$ cat config.mk
export PLATFORM = sky130hd
export DESIGN_NAME = qrs_peak_detector
export DESIGN_NICKNAME = d
export VERILOG_FILES = /design/src/rtl/qrs_peak_detector.sv
export SDC_FILE = /design/constraint.sdc
export NUM_CORES = 1
export LEC_CHECK = 0
export BUFFER_PORTS_ARGS = -buffer_cell sky130_fd_sc_hd__buf_4
export CAP_MARGIN = 15
export CORE_ASPECT_RATIO = 1.1
export CORE_UTILIZATION = 40
export CTS_BUF_LIST = sky130_fd_sc_hd__clkbuf_8 sky130_fd_sc_hd__clkbuf_16
export DETAILED_ROUTE_END_ITERATION = 10
export PLACE_DENSITY_LB_ADDON = 0.12
export SKIP_CTS_REPAIR_TIMING = 1
export SYNTH_ARGS = -nofsm -noshare
export SYNTH_HDL_FRONTEND = slang
export SYNTH_SLANG_ARGS = --single-unit
$ cat constraint.sdc
create_clock -name clk -period 34.6 [get_ports clk]
set_input_delay 6.92 -clock clk [delete_from_list [all_inputs] [get_ports clk]]
set_output_delay 6.92 -clock clk [all_outputs]
set_load 0.05 [all_outputs]
$ cat src/rtl/qrs_peak_detector.sv
// QRS decision stage for the Pan-Tompkins chain.
// It takes the moving-window-integrated signal one sample per enabled clock.
// A short learning window seeds the signal and noise levels.
// After that, each local peak is classified against an adaptive threshold,
// and a refractory lockout follows every QRS decision.
module qrs_peak_detector #(
    parameter int DATA_WIDTH = 16,
    parameter int CNT_WIDTH  = 16,
    parameter int LEARN_LEN  = 400,
    parameter int REFRACT    = 40
) (
    input  logic                  clk,
    input  logic                  rstn,
    input  logic                  en,
    input  logic [DATA_WIDTH-1:0] xin,
    output logic                  qrs_detect,
    output logic [CNT_WIDTH-1:0]  rr_interval,
    output logic                  rr_valid,
    output logic [DATA_WIDTH-1:0] threshold,
    output logic                  learning
);

    // Levels live on the magnitude bits only (the input is clamped non-negative).
    localparam int LW  = DATA_WIDTH - 1;
    localparam int LCW = (LEARN_LEN > 1) ? $clog2(LEARN_LEN + 1) : 1;

    typedef enum logic {
        S_LEARN  = 1'b0,
        S_DETECT = 1'b1
    } state_t;

    state_t                 state_reg, state_next;
    logic [LW-1:0]          x1_reg, x1_next;
    logic [LW-1:0]          x2_reg, x2_next;
    logic [LW-1:0]          spki_reg, spki_next;
    logic [LW-1:0]          npki_reg, npki_next;
    logic [LW-1:0]          learn_max_reg, learn_max_next;
    logic [LCW-1:0]         learn_cnt_reg, learn_cnt_next;
    logic [CNT_WIDTH-1:0]   since_qrs_reg, since_qrs_next;
    logic [CNT_WIDTH-1:0]   rr_interval_reg, rr_interval_next;
    logic                   rr_valid_reg, rr_valid_next;
    logic                   seen_qrs_reg, seen_qrs_next;
    logic                   qrs_detect_reg, qrs_detect_next;
    logic [DATA_WIDTH-1:0]  threshold_reg, threshold_next;

    logic [LW-1:0]          xc;
    logic [LW-1:0]          lmax_new;
    logic [LW-1:0]          thr_cur;
    logic [CNT_WIDTH-1:0]   since_inc;
    logic                   peak;
    logic                   eligible;

    // THR = NPKI + (SPKI-NPKI)/4, with the difference floored at zero.
    // The result never exceeds max(SPKI, NPKI), so it cannot wrap.
    function automatic logic [LW-1:0] thr_of(input logic [LW-1:0] s, input logic [LW-1:0] n);
        logic [LW-1:0] diff;
        diff = (s > n) ? (s - n) : '0;
        return n + (diff >> 2);
    endfunction

    // Exponential level update: L - L/8 + P/8, evaluated with a guard bit.
    function automatic logic [LW-1:0] level_upd(input logic [LW-1:0] l, input logic [LW-1:0] p);
        logic [LW:0] acc;
        acc = {1'b0, l} - ({1'b0, l} >> 3) + ({1'b0, p} >> 3);
        return acc[LW-1:0];
    endfunction

    // Next-state, datapath and output decisions for one enabled sample.
    always_comb begin
        state_next       = state_reg;
        x1_next          = x1_reg;
        x2_next          = x2_reg;
        spki_next        = spki_reg;
        npki_next        = npki_reg;
        learn_max_next   = learn_max_reg;
        learn_cnt_next   = learn_cnt_reg;
        since_qrs_next   = since_qrs_reg;
        rr_interval_next = rr_interval_reg;
        rr_valid_next    = rr_valid_reg;
        seen_qrs_next    = seen_qrs_reg;
        qrs_detect_next  = 1'b0;

        xc        = xin[DATA_WIDTH-1] ? '0 : xin[LW-1:0];
        lmax_new  = (xc > learn_max_reg) ? xc : learn_max_reg;
        thr_cur   = thr_of(spki_reg, npki_reg);
        since_inc = (since_qrs_reg == '1) ? since_qrs_reg : since_qrs_reg + 1'b1;
        // Strict rise then non-strict fall: a plateau triggers only on its first sample.
        peak      = (x1_reg > x2_reg) && (x1_reg >= xc) && (x1_reg != '0);
        eligible  = peak && (since_qrs_reg >= CNT_WIDTH'(REFRACT));

        if (en) begin
            x2_next = x1_reg;
            x1_next = xc;
            if (state_reg == S_LEARN) begin
                learn_max_next = lmax_new;
                learn_cnt_next = learn_cnt_reg + 1'b1;
                if (learn_cnt_reg == LCW'(LEARN_LEN - 1)) begin
                    state_next     = S_DETECT;
                    spki_next      = lmax_new >> 1;
                    npki_next      = lmax_new >> 3;
                    since_qrs_next = '1;
                end
            end else begin
                since_qrs_next = since_inc;
                if (eligible) begin
                    if (x1_reg > thr_cur) begin
                        qrs_detect_next  = 1'b1;
                        spki_next        = level_upd(spki_reg, x1_reg);
                        rr_interval_next = since_inc;
                        rr_valid_next    = seen_qrs_reg;
                        seen_qrs_next    = 1'b1;
                        since_qrs_next   = '0;
                    end else begin
                        npki_next = level_upd(npki_reg, x1_reg);
                    end
                end
            end
        end

        threshold_next = {1'b0, thr_of(spki_next, npki_next)};
    end

    // State and output registers, cleared asynchronously.
    always_ff @(posedge clk or negedge rstn) begin
        if (!rstn) begin
            state_reg       <= S_LEARN;
            x1_reg          <= '0;
            x2_reg          <= '0;
            spki_reg        <= '0;
            npki_reg        <= '0;
            learn_max_reg   <= '0;
            learn_cnt_reg   <= '0;
            since_qrs_reg   <= '0;
            rr_interval_reg <= '0;
            rr_valid_reg    <= 1'b0;
            seen_qrs_reg    <= 1'b0;
            qrs_detect_reg  <= 1'b0;
            threshold_reg   <= '0;
        end else begin
            state_reg       <= state_next;
            x1_reg          <= x1_next;
            x2_reg          <= x2_next;
            spki_reg        <= spki_next;
            npki_reg        <= npki_next;
            learn_max_reg   <= learn_max_next;
            learn_cnt_reg   <= learn_cnt_next;
            since_qrs_reg   <= since_qrs_next;
            rr_interval_reg <= rr_interval_next;
            rr_valid_reg    <= rr_valid_next;
            seen_qrs_reg    <= seen_qrs_next;
            qrs_detect_reg  <= qrs_detect_next;
            threshold_reg   <= threshold_next;
        end
    end

    assign qrs_detect  = qrs_detect_reg;
    assign rr_interval = rr_interval_reg;
    assign rr_valid    = rr_valid_reg;
    assign threshold   = threshold_reg;
    assign learning    = (state_reg == S_LEARN);

endmodule

Yosys cells after proc, flatten, opt, wreduce, memory -nomap -nowiden
Cells that the tools add are included.
{"block": "op_classes", "add_sub_neg": 10, "bitwise": 1, "n_eq_ne": 2, "order_cmp": 7, "reduce_logical": 9, "n_mux": 25}
{"cell": "15-bit 2-to-1 mux", "count": 14}
{"cell": "16-bit 2-to-1 mux", "count": 5}
{"cell": "15-bit > comparator", "count": 5}
{"cell": "15-bit by 12-bit adder with 15-bit output", "count": 2}
{"cell": "15-bit by 13-bit adder with 15-bit output", "count": 2}
{"cell": "15-bit by 12-bit subtractor with 15-bit output", "count": 2}
{"cell": "15-bit subtractor", "count": 2}
{"cell": "16-bit by 1-bit adder with 16-bit output (second input constant)", "count": 1}
{"cell": "16-bit equality test (second input constant)", "count": 1}
{"cell": "16-bit by 6-bit >= comparator with 1-bit output (second input constant)", "count": 1}
{"cell": "15-bit >= comparator", "count": 1}
{"cell": "15-bit nonzero test", "count": 1}
{"cell": "9-bit by 1-bit adder with 9-bit output (second input constant)", "count": 1}
{"cell": "9-bit equality test (second input constant)", "count": 1}
{"cell": "1-bit 2-to-1 mux", "count": 6}
{"cell": "2-bit AND reduction", "count": 2}
{"cell": "4-bit AND reduction", "count": 1}
{"cell": "1-bit logical AND", "count": 3}
{"cell": "3-bit AND reduction", "count": 1}
{"cell": "2-bit nonzero test", "count": 1}
{"cell": "1-bit inverter", "count": 1}
{"block": "totals", "output_inout_bits": 35, "inputBits": 19, "register_bits": 135, "word_cells": 68}

Depth between registers and ports, before layout
Gate-level depths: netlist of run 1.
{"block": "logic_depth", "word_depth": 11, "ltp_mapped": 59, "depth_no_buf": 57}

Least setup slack after synthesis of run 1
OpenSTA, ideal clock, no wires.
{"block": "synth_path", "path_kind": "input -> register", "from": "input port xin[15]", "to": "register threshold_reg[13], in the netlist threshold[13]", "n_path_buf": 4, "setup_slack_ns": 20.949, "setup_time_ns": 0.129, "arrival_ns": 13.522, "cell_stages": 34, "required_ns": 34.471, "cell_sequence": "clkbuf_1 > nand2b_1 > ha_1 > and4_1 > o311a_1 > o31ai_2 > a211oi_2 > and3b_4 > buf_6 > clkbuf_1 > o21ai_0 > nand2_1 > o21ai_0 > ha_1 > a21oi_1 > o21bai_1 > a21oi_1 > o21ai_0 > a211oi_1 > a211oi_2 > o311ai_2 > buf_6 > a31oi_1 > ha_1 > a21o_1 > a21oi_1 > o21ai_0 > a21oi_1 > nand2b_1 > a21boi_0 > o31a_1 > o41ai_1 > o21ai_0 > xnor2_1"}
{"block": "synth_via", "elab_chain_len": 11, "word_cells_on_any_way": 19, "cone_classes": "2 x add/sub; 3 x order compare; 11 x mux; 3 x reduce/logical"}
{"item": "start, declared", "line": "15", "rtl": "input logic [DATA_WIDTH-1:0] xin,"}
{"item": "15-bit 2-to-1 mux *", "line": "83", "rtl": "xc = xin[DATA_WIDTH-1] ? '0 : xin[LW-1:0];"}
{"item": "15-bit >= comparator", "line": "88", "rtl": "peak = (x1_reg > x2_reg) && (x1_reg >= xc) && (x1_reg != '0);"}
{"item": "1-bit logical AND (2 in series)", "line": "88"}
{"item": "1-bit logical AND", "line": "89", "rtl": "eligible = peak && (since_qrs_reg >= CNT_WIDTH'(REFRACT));"}
{"item": "15-bit 2-to-1 mux", "line": "105", "rtl": "if (eligible) begin"}
{"item": "15-bit 2-to-1 mux *", "line": "94", "rtl": "if (state_reg == S_LEARN) begin"}
{"item": "15-bit 2-to-1 mux *", "line": "91", "rtl": "if (en) begin"}
{"item": "via spki_next[1]", "line": "35", "rtl": "logic [LW-1:0] spki_reg, spki_next;"}
{"item": "15-bit subtractor or 15-bit > comparator (tied branches)", "line": "57", "rtl": "diff = (s > n) ? (s - n) : '0;"}
{"item": "15-bit 2-to-1 mux *", "line": "57"}
{"item": "15-bit by 13-bit adder with 15-bit output *", "line": "58", "rtl": "return n + (diff >> 2);"}
{"item": "via threshold_next[13]", "line": "44", "rtl": "logic [DATA_WIDTH-1:0] threshold_reg, threshold_next;"}
{"item": "end signal, assigned", "line": "152", "rtl": "threshold_reg <= threshold_next;"}
{"item": "end, declared", "line": "44"}
Mark *: on every way through the listed nets, which the timed path passes. The rest lies on a longest branch.
A chain may end at the register's enable or synchronous reset.

Worst setup path in the final report of run 1
{"block": "layout_path", "from": "input port xin[15]", "to": "register threshold_reg[13], in the netlist threshold[13]"}
{"block": "layout_via", "elab_chain_len": 11, "word_cells_on_any_way": 19, "cone_classes": "2 x add/sub; 3 x order compare; 11 x mux; 3 x reduce/logical"}
{"item": "15-bit 2-to-1 mux *", "line": "83"}
{"item": "15-bit >= comparator", "line": "88"}
{"item": "1-bit logical AND (2 in series)", "line": "88"}
{"item": "1-bit logical AND", "line": "89"}
{"item": "15-bit 2-to-1 mux", "line": "105"}
{"item": "15-bit 2-to-1 mux *", "line": "94"}
{"item": "15-bit 2-to-1 mux *", "line": "91"}
{"item": "via npki_next[0]", "line": "36", "rtl": "logic [LW-1:0] npki_reg, npki_next;"}
{"item": "15-bit subtractor or 15-bit > comparator (tied branches)", "line": "57"}
{"item": "15-bit 2-to-1 mux", "line": "57"}
{"item": "15-bit by 13-bit adder with 15-bit output *", "line": "58"}
{"item": "via threshold_next[13]", "line": "44"}
Marks and branches as above.

==> results of run 1 <==
## path summary, 6_finish.rpt
| check | start | to | slack (ns) | depth (start not counted) |
|---|---|---|---|---|
| max in group asynchronous | rstn | spki_reg[2]$_DFF_PN0_ | 26.71 | 2 |
| setup / recovery | xin[15] | threshold[13]$_DFF_PN0_ | 19.83 | 32 |
| hold / removal | seen_qrs_reg$_DFFE_PN0P_ | seen_qrs_reg$_DFFE_PN0P_ | 0.46 | 1 |
| hold reg to reg | seen_qrs_reg$_DFFE_PN0P_ | seen_qrs_reg$_DFFE_PN0P_ | 0.46 | 1 |
| min in group asynchronous | rstn | rr_interval[13]$_DFFE_PN0P_ | 6.48 | 1 |
| setup reg to reg | npki_reg[1]$_DFF_PN0_ | threshold[13]$_DFF_PN0_ | 20.94 | 53 |
## worst max-delay path, delay by kind of cell
| family | cells | cell delay, ns |
|---|---|---|
| XOR/XNOR | 1 | 0.16 |
| buffers and inverters | 3 | 0.57 |
| adder cells (fa/ha/maj) | 3 | 0.84 |
| AND/OR/NAND/NOR | 5 | 1.38 |
| AO/OA/AOI/OAI | 20 | 5.18 |
## cell families (layout without fill, tap and decap cells)
group	Yosys count	count (layout)	synth area share
fa+ha+maj	174	174	0.1980
buf+inv	227	270	0.07408
other cells	1	1	0.0003131
simple gates	387	387	0.1551
mux	12	12	0.01055
flops	135	135	0.2821
xor+xnor	77	77	0.05632
compound gates	423	423	0.2236
## routing by layer
layer / vias up / wire length (µm) / track usage
met1: 4939 / 16910 / 0.3280
met4: 0 / 1221 / 0.1041
met2: 260 / 16510 / 0.3975
li1: 5115 / - / -
met3: 49 / 1429 / 0.02863
met5: - / 0 / 0
## power by group
group,switching (mW),leakage [nW],internal (mW)
sequential,0.0468,1.71,0.196
clock,0.0786,0.295,0.113
combinational,0.487,4.36,0.336
total,0.612,6.37,0.645
## cells in the mapped netlist (24+ instances only)
cell | count | area, µm²
nand2_1 | 133 | 499.2
xnor2_1 | 51 | 446.7
a21oi_1 | 112 | 560.5
ha_1 | 147 | 1839
fa_1 | 26 | 520.5
nand2b_1 | 24 | 150.1
inv_1 | 177 | 664.4
nand4_1 | 26 | 162.7
xor2_1 | 26 | 227.7
nor2_1 | 91 | 341.6
o22ai_1 | 25 | 156.4
nand3_1 | 25 | 125.1
clkbuf_1 | 35 | 131.4
dfrtp_1 | 135 | 3378
o21ai_0 | 118 | 590.6
## cell type report
| class | count | area [µm²] |
|---|---|---|
| clock buffer | 20 | 466.7 |
| tap | 374 | 467.9 |
| clock inverter | 12 | 140.1 |
| multi-input combinational | 1074 | 7710 |
| sequential | 135 | 3378 |
| inverter | 178 | 668.1 |
| fill | 2958 | 16200 |
| timing repair buffer | 60 | 454.2 |
==> metrics.md, run 1 <==
| Metric | Value |
|---|---|
| Post-layout net count | `~1700` |
| Inserted Diodes | `0` |
| Std-Cell Rows | `66` |
| Largest net degree at the start of global routing | `77` |
| Commonest non-fill, non-tap cells in the layout | `inv_1 (177), ha_1 (147), dfrtp_1 (135), nand2_1 (133), o21ai_0 (118)` |
| Tightest Pin Transition | `1.054 ns` |
| Iteration-0 DRC Markers | `747` |
| Main synth FF type | `dfrtp_1` |
| Final Setup Violations | `0` |
| Crit path kind | `in2reg` |
| Overflow after GRT | `0` |
| Avg Cell Area, Syn | `8.339 µm²` |
| Post-Route WL | `36.06 mm` |
| Fin cells | `1853` |
| RSZ-0062 raised after global routing | `no` |
| Final instance area | `~13000 µm²` |
| Critical path fanouts, max | `16` |
| Unique masters post-synth | `76` |
| PD cells | `94.60 nW/µm²` |
| Most frequent CP cell | `a21oi_1` |
| Clk_skew | `0.01630 ns` |
| Number of H-tree levels | `4` |
| Core ar. | `29480 µm²` |
| Initial antenna violation count | `0` |
| Worst slew margin | `0.2956` |
| Max clock buf depth | `2` |
| Via count | `10363` |
| CTS tree | `built` |
| Share of cells above drive strength 1 | `0.08114` |
| Crit. End Element | `register` |
| Yosys warning count | `0` |
| Final period util | `0.4268` |
| Root Buffer | `clkbuf_16` |
| Vias in the first global route | `10056` |
| HPWL Detailed | `roughly 28 mm` |
| EDFF count, synth | `0` |
| Hold Worst Slack | `0.4596 ns` |
| Synthesized instance count | `1436` |
| Slew Limit Fails | `0` |
| DRT antenna net count | `0` |
| Seq cells post-synth | `135` |
| DR pass1 iterations | `5` |
| Final worst setup slack | `approximately 20 ns` |
| Worst slack, placed | `19.51 ns` |
| Synthesized area | `11980 µm²` |
| Starting Density | `0.4062` |
| Util after Layout | `0.4506` |
| Area Overhead vs Synth | `10.94%` |
| Pwr Total | `between 1 and 1.5 mW` |
| Critical-path top delay cell | `o311ai_2` |
| Post-route setup TNS | `0 ns` |
| Worst Hold Class | `reg2reg` |
| Most common cell after layout, fill and taps aside | `inv_1` |
| Port-buffer cells | `52` |
| MaxCap Viol Count | `0` |
| Top Ports | `54` |
| Tmin final | `14.77 ns` |
| Post-DR vias/cell | `around 5.6` |
| First-pass GRT wire length | `57.50 mm` |
| Cts bufs inserted | `17` |
| Die area | `30630 µm²` |
| Final hold vios | `0` |
| Register area share after synthesis | `0.2821` |
| Average routed wire per standard cell | `approximately 19 µm` |
| CP Data Arrival Time | `15.08 ns` |
| Die height | `around 180 µm` |
| Req. time, crit path | `approximately 35 ns` |
| Die Span X | `167.0 µm` |
| Gr usage total | `0.2443` |
| Dpl cells | `1821` |
| Outcome | `finished clean` |
| CP max stage delay | `0.84 ns` |
| Maximum vdd drop | `~0.046 mV` |
| Placed inst area | `12680 µm²` |
| Clk pin slew, worst setup/hold paths | `0.07 ns` |
| Asr flop ratio synth | `1.000` |
| CTS sink cnt | `135` |
| DRC viols | `0` |
| Worst skew pair latency | `0.44 ns` |
| Highest clock rate | `0.06772 GHz` |
| Syn nets | `1628` |
| Gpl congestion | `0.9087` |
| Reported leakage power | `6.367 nW` |
| Worst Setup Start Kind | `primary input` |
Power figures use the tool's default switching activity.
==> run 2: changes to the inputs <==
clock period = 12.78 ns   (was 34.6 ns; I/O delays follow)
==> run 2 against run 1 <==
  * Worst setup slack worse by 19 ns
  * Highest routed layer unchanged
  * Die area is the same
  * Core utilization increased by 0.57 points
  * Sequential share of layout area fell by 0.32 points
  * Combinational power rose to 2.8 times the previous value
  * Non-clock buffer count grew 8
  * Critical endpoint unchanged
==> metrics.md, run 2 (synthesis gave the netlist of run 1 again) <==
| Metric | Value |
|---|---|
| Starting Density | `0.4062 (unchanged)` |
| Dpl cells | `1829 (was 1821)` |
| Overflow after GRT | `0 (unchanged)` |
| Worst slew margin | `0.3413 (was 0.2956)` |
| Initial antenna violation count | `0 (unchanged)` |
| Highest clock rate | `around 0.086 GHz` |
| Final worst setup slack | `1.131 ns (was 19.83 ns)` |
| Top Ports | `54 (unchanged)` |
| Crit. End Element | `register (unchanged)` |
| Crit path kind | `reg2reg (was in2reg)` |
| Post-layout net count | `1666 (was 1658)` |
| Std-Cell Rows | `66 (unchanged)` |
| Clk pin slew, worst setup/hold paths | `0.07 ns (about the same)` |
| Critical-path top delay cell | `dfrtp_1 (was o311ai_2)` |
| Cts bufs inserted | `17 (unchanged)` |
| HPWL Detailed | `27.73 mm (was 27.92 mm)` |
| DRT antenna net count | `0 (unchanged)` |
| Outcome | `finished clean (unchanged)` |
| Final Setup Violations | `0 (unchanged)` |
| Max clock buf depth | `2 (unchanged)` |
| DR pass1 iterations | `5 (unchanged)` |
| Filler cell count | `2915 (was 2958)` |
| Worst slack, placed | `0.4088 ns (was 19.51 ns)` |
| Util after Layout | `0.4563 (was 0.4506)` |
| Iteration-0 DRC Markers | `691 (was 747)` |
| Commonest non-fill, non-tap cells in the layout | `inv_1 (178), ha_1 (147), dfrtp_1 (135), nand2_1 (133), o21ai_0 (116) (was inv_1 (177), ha_1 (147), dfrtp_1 (135), nand2_1 (133), o21ai_0 (118))` |
| Gr usage total | `0.2419 (was 0.2443)` |
| CP max stage delay | `0.48 ns (was 0.84 ns)` |
| Worst setup path start | `npki_reg[1]$_DFF_PN0_ (was xin[15])` |
| Port-buffer cells | `52 (unchanged)` |
| Die area | `30630 µm² (unchanged)` |
| DRC viols | `0 (unchanged)` |
| Post-DR vias/cell | `5.582 (was 5.593)` |
| PD cells | `259.3 nW/µm² (was 94.60 nW/µm²)` |
| Final hold vios | `0 (unchanged)` |
| CP Data Arrival Time | `11.94 ns (was 15.08 ns)` |
| CTS sink cnt | `135 (unchanged)` |
| Via count | `10389 (was 10363)` |
| Average routed wire per standard cell | `19.21 µm (was 19.46 µm)` |
| Largest net degree at the start of global routing | `77 (unchanged)` |
| Fin cells | `1861 (was 1853)` |
| Post-Route WL | `35.75 mm (was 36.06 mm)` |
| FF-to-FF Start | `npki_reg[1]$_DFF_PN0_ (unchanged)` |
| Number of H-tree levels | `4 (unchanged)` |
| Die height | `183.5 µm (unchanged)` |
| Area Overhead vs Synth | `12.34% (was 10.94%)` |
| First-pass GRT wire length | `56.69 mm (was 57.50 mm)` |
| Most common cell after layout, fill and taps aside | `inv_1 (unchanged)` |
| Worst Hold Class | `reg2reg (unchanged)` |
| Hold Worst Slack | `0.4621 ns (was 0.4596 ns)` |
| Clk_skew | `0.01412 ns (was 0.01630 ns)` |
| Worst skew pair latency | `0.43 ns (was 0.44 ns)` |
| Worst Setup Start Kind | `register (was primary input)` |
| Gpl congestion | `0.9221 (was 0.9087)` |
| Reported leakage power | `6.435 nW (was 6.367 nW)` |
| Req. time, crit path | `13.08 ns (was 34.91 ns)` |
| Share of cells above drive strength 1 | `0.09011 (was 0.08114)` |
| Critical path fanouts, max | `12 (was 16)` |
| CTS tree | `built (unchanged)` |
| Worst R2R End | `threshold[13]$_DFF_PN0_ (unchanged)` |
| Die Span X | `167.0 µm (unchanged)` |
| MaxCap Viol Count | `0 (unchanged)` |
| Final period util | `0.9115` |
| Vias in the first global route | `10116 (was 10056)` |
| Critical Path Sink | `threshold[13]$_DFF_PN0_ (unchanged)` |
| Most frequent CP cell | `a21oi_1 (unchanged)` |
| Core ar. | `29480 µm² (unchanged)` |
| Maximum vdd drop | `0.1382 mV (was 0.04643 mV)` |
| Tightest Pin Transition | `0.9880 ns (was 1.054 ns)` |
| FF-to-FF path depth | `53 (unchanged)` |
| Slack of the worst reg-to-reg path | `1.13 ns (was 20.94 ns)` |
| Tmin final | `11.65 ns` |
| Inserted Diodes | `0 (unchanged)` |
| Slew Limit Fails | `0 (unchanged)` |
| Root Buffer | `clkbuf_16 (unchanged)` |
| Hold path depth | `1 (unchanged)` |
## run 2: cell types whose count changed in the layout (fill, tap and decap cells not counted), sizes merged
cell	delta
clkbuf	-2
clkinvlp	+1
bufinv	+3
inv	+1
buf	+8
clkinv	-3
## run 2: power by group
part | internal [mW] | total, mW | switching (mW)
registers | 0.531 | 0.656 | 0.125
clock network | 0.354 | 0.563 | 0.209
logic | 0.929 | 2.27 | 1.34
## run 2: worst min-delay path by stage
stage / start / to / slack, ns
after floorplan: seen_qrs_reg$_DFFE_PN0P_ / seen_qrs_reg$_DFFE_PN0P_ / 0.43
after global placement: seen_qrs_reg$_DFFE_PN0P_ / seen_qrs_reg$_DFFE_PN0P_ / 0.46
after detailed placement: seen_qrs_reg$_DFFE_PN0P_ / seen_qrs_reg$_DFFE_PN0P_ / 0.45
after CTS: seen_qrs_reg$_DFFE_PN0P_ / seen_qrs_reg$_DFFE_PN0P_ / 0.47
after global routing: seen_qrs_reg$_DFFE_PN0P_ / seen_qrs_reg$_DFFE_PN0P_ / 0.48
final: seen_qrs_reg$_DFFE_PN0P_ / seen_qrs_reg$_DFFE_PN0P_ / 0.46
## run 2: metrics by stage
| step | cell area, µm² | setup TNS (ns) | total power [mW] |
|---|---|---|---|
| 2_1_floorplan | 11980 | 0 | 2.332 |
| 3_3_place_gp | 12740 | 0 | 2.895 |
| 3_5_place_dp | 12740 | 0 | 2.896 |
| 4_1_cts | 13400 | 0 | 3.488 |
| 5_1_grt | 13450 | -0.006911 | 3.803 |
| 6_report | 13450 | 0 | 3.489 |
## run 2: critical path: cells and delay by family, from the launching register on
kind,cells,cell delay [ns]
flops,1,0.48
simple gates,6,1.05
xor+xnor,2,0.31
buf+inv,2,0.36
compound gates,37,7.44
fa+ha+maj,6,1.85
## run 2: metal layers
layer / vias to the layer above / part of all wire / global-route usage
met4: 0 / 0.030 / 0.09185
met3: 54 / 0.045 / 0.03617
met2: 257 / 0.45 / 0.3903
met1: 4948 / 0.47 / 0.3268
met5: - / 0 / 0
li1: 5130 / - / -
## run 2: final cells by class
| cell class | count | area [µm²] | share of cell area |
|---|---|---|---|
| well taps | 374 | 467.9 | 0.03478 |
| multi-input cells | 1074 | 7762 | 0.5770 |
| clock buffers | 18 | 439.2 | 0.03265 |
| inverters | 178 | 668.1 | 0.04967 |
| clock inverters | 14 | 219.0 | 0.01628 |
| flip-flops and latches | 135 | 3378 | 0.2511 |
| repair buffers | 68 | 518.0 | 0.03850 |
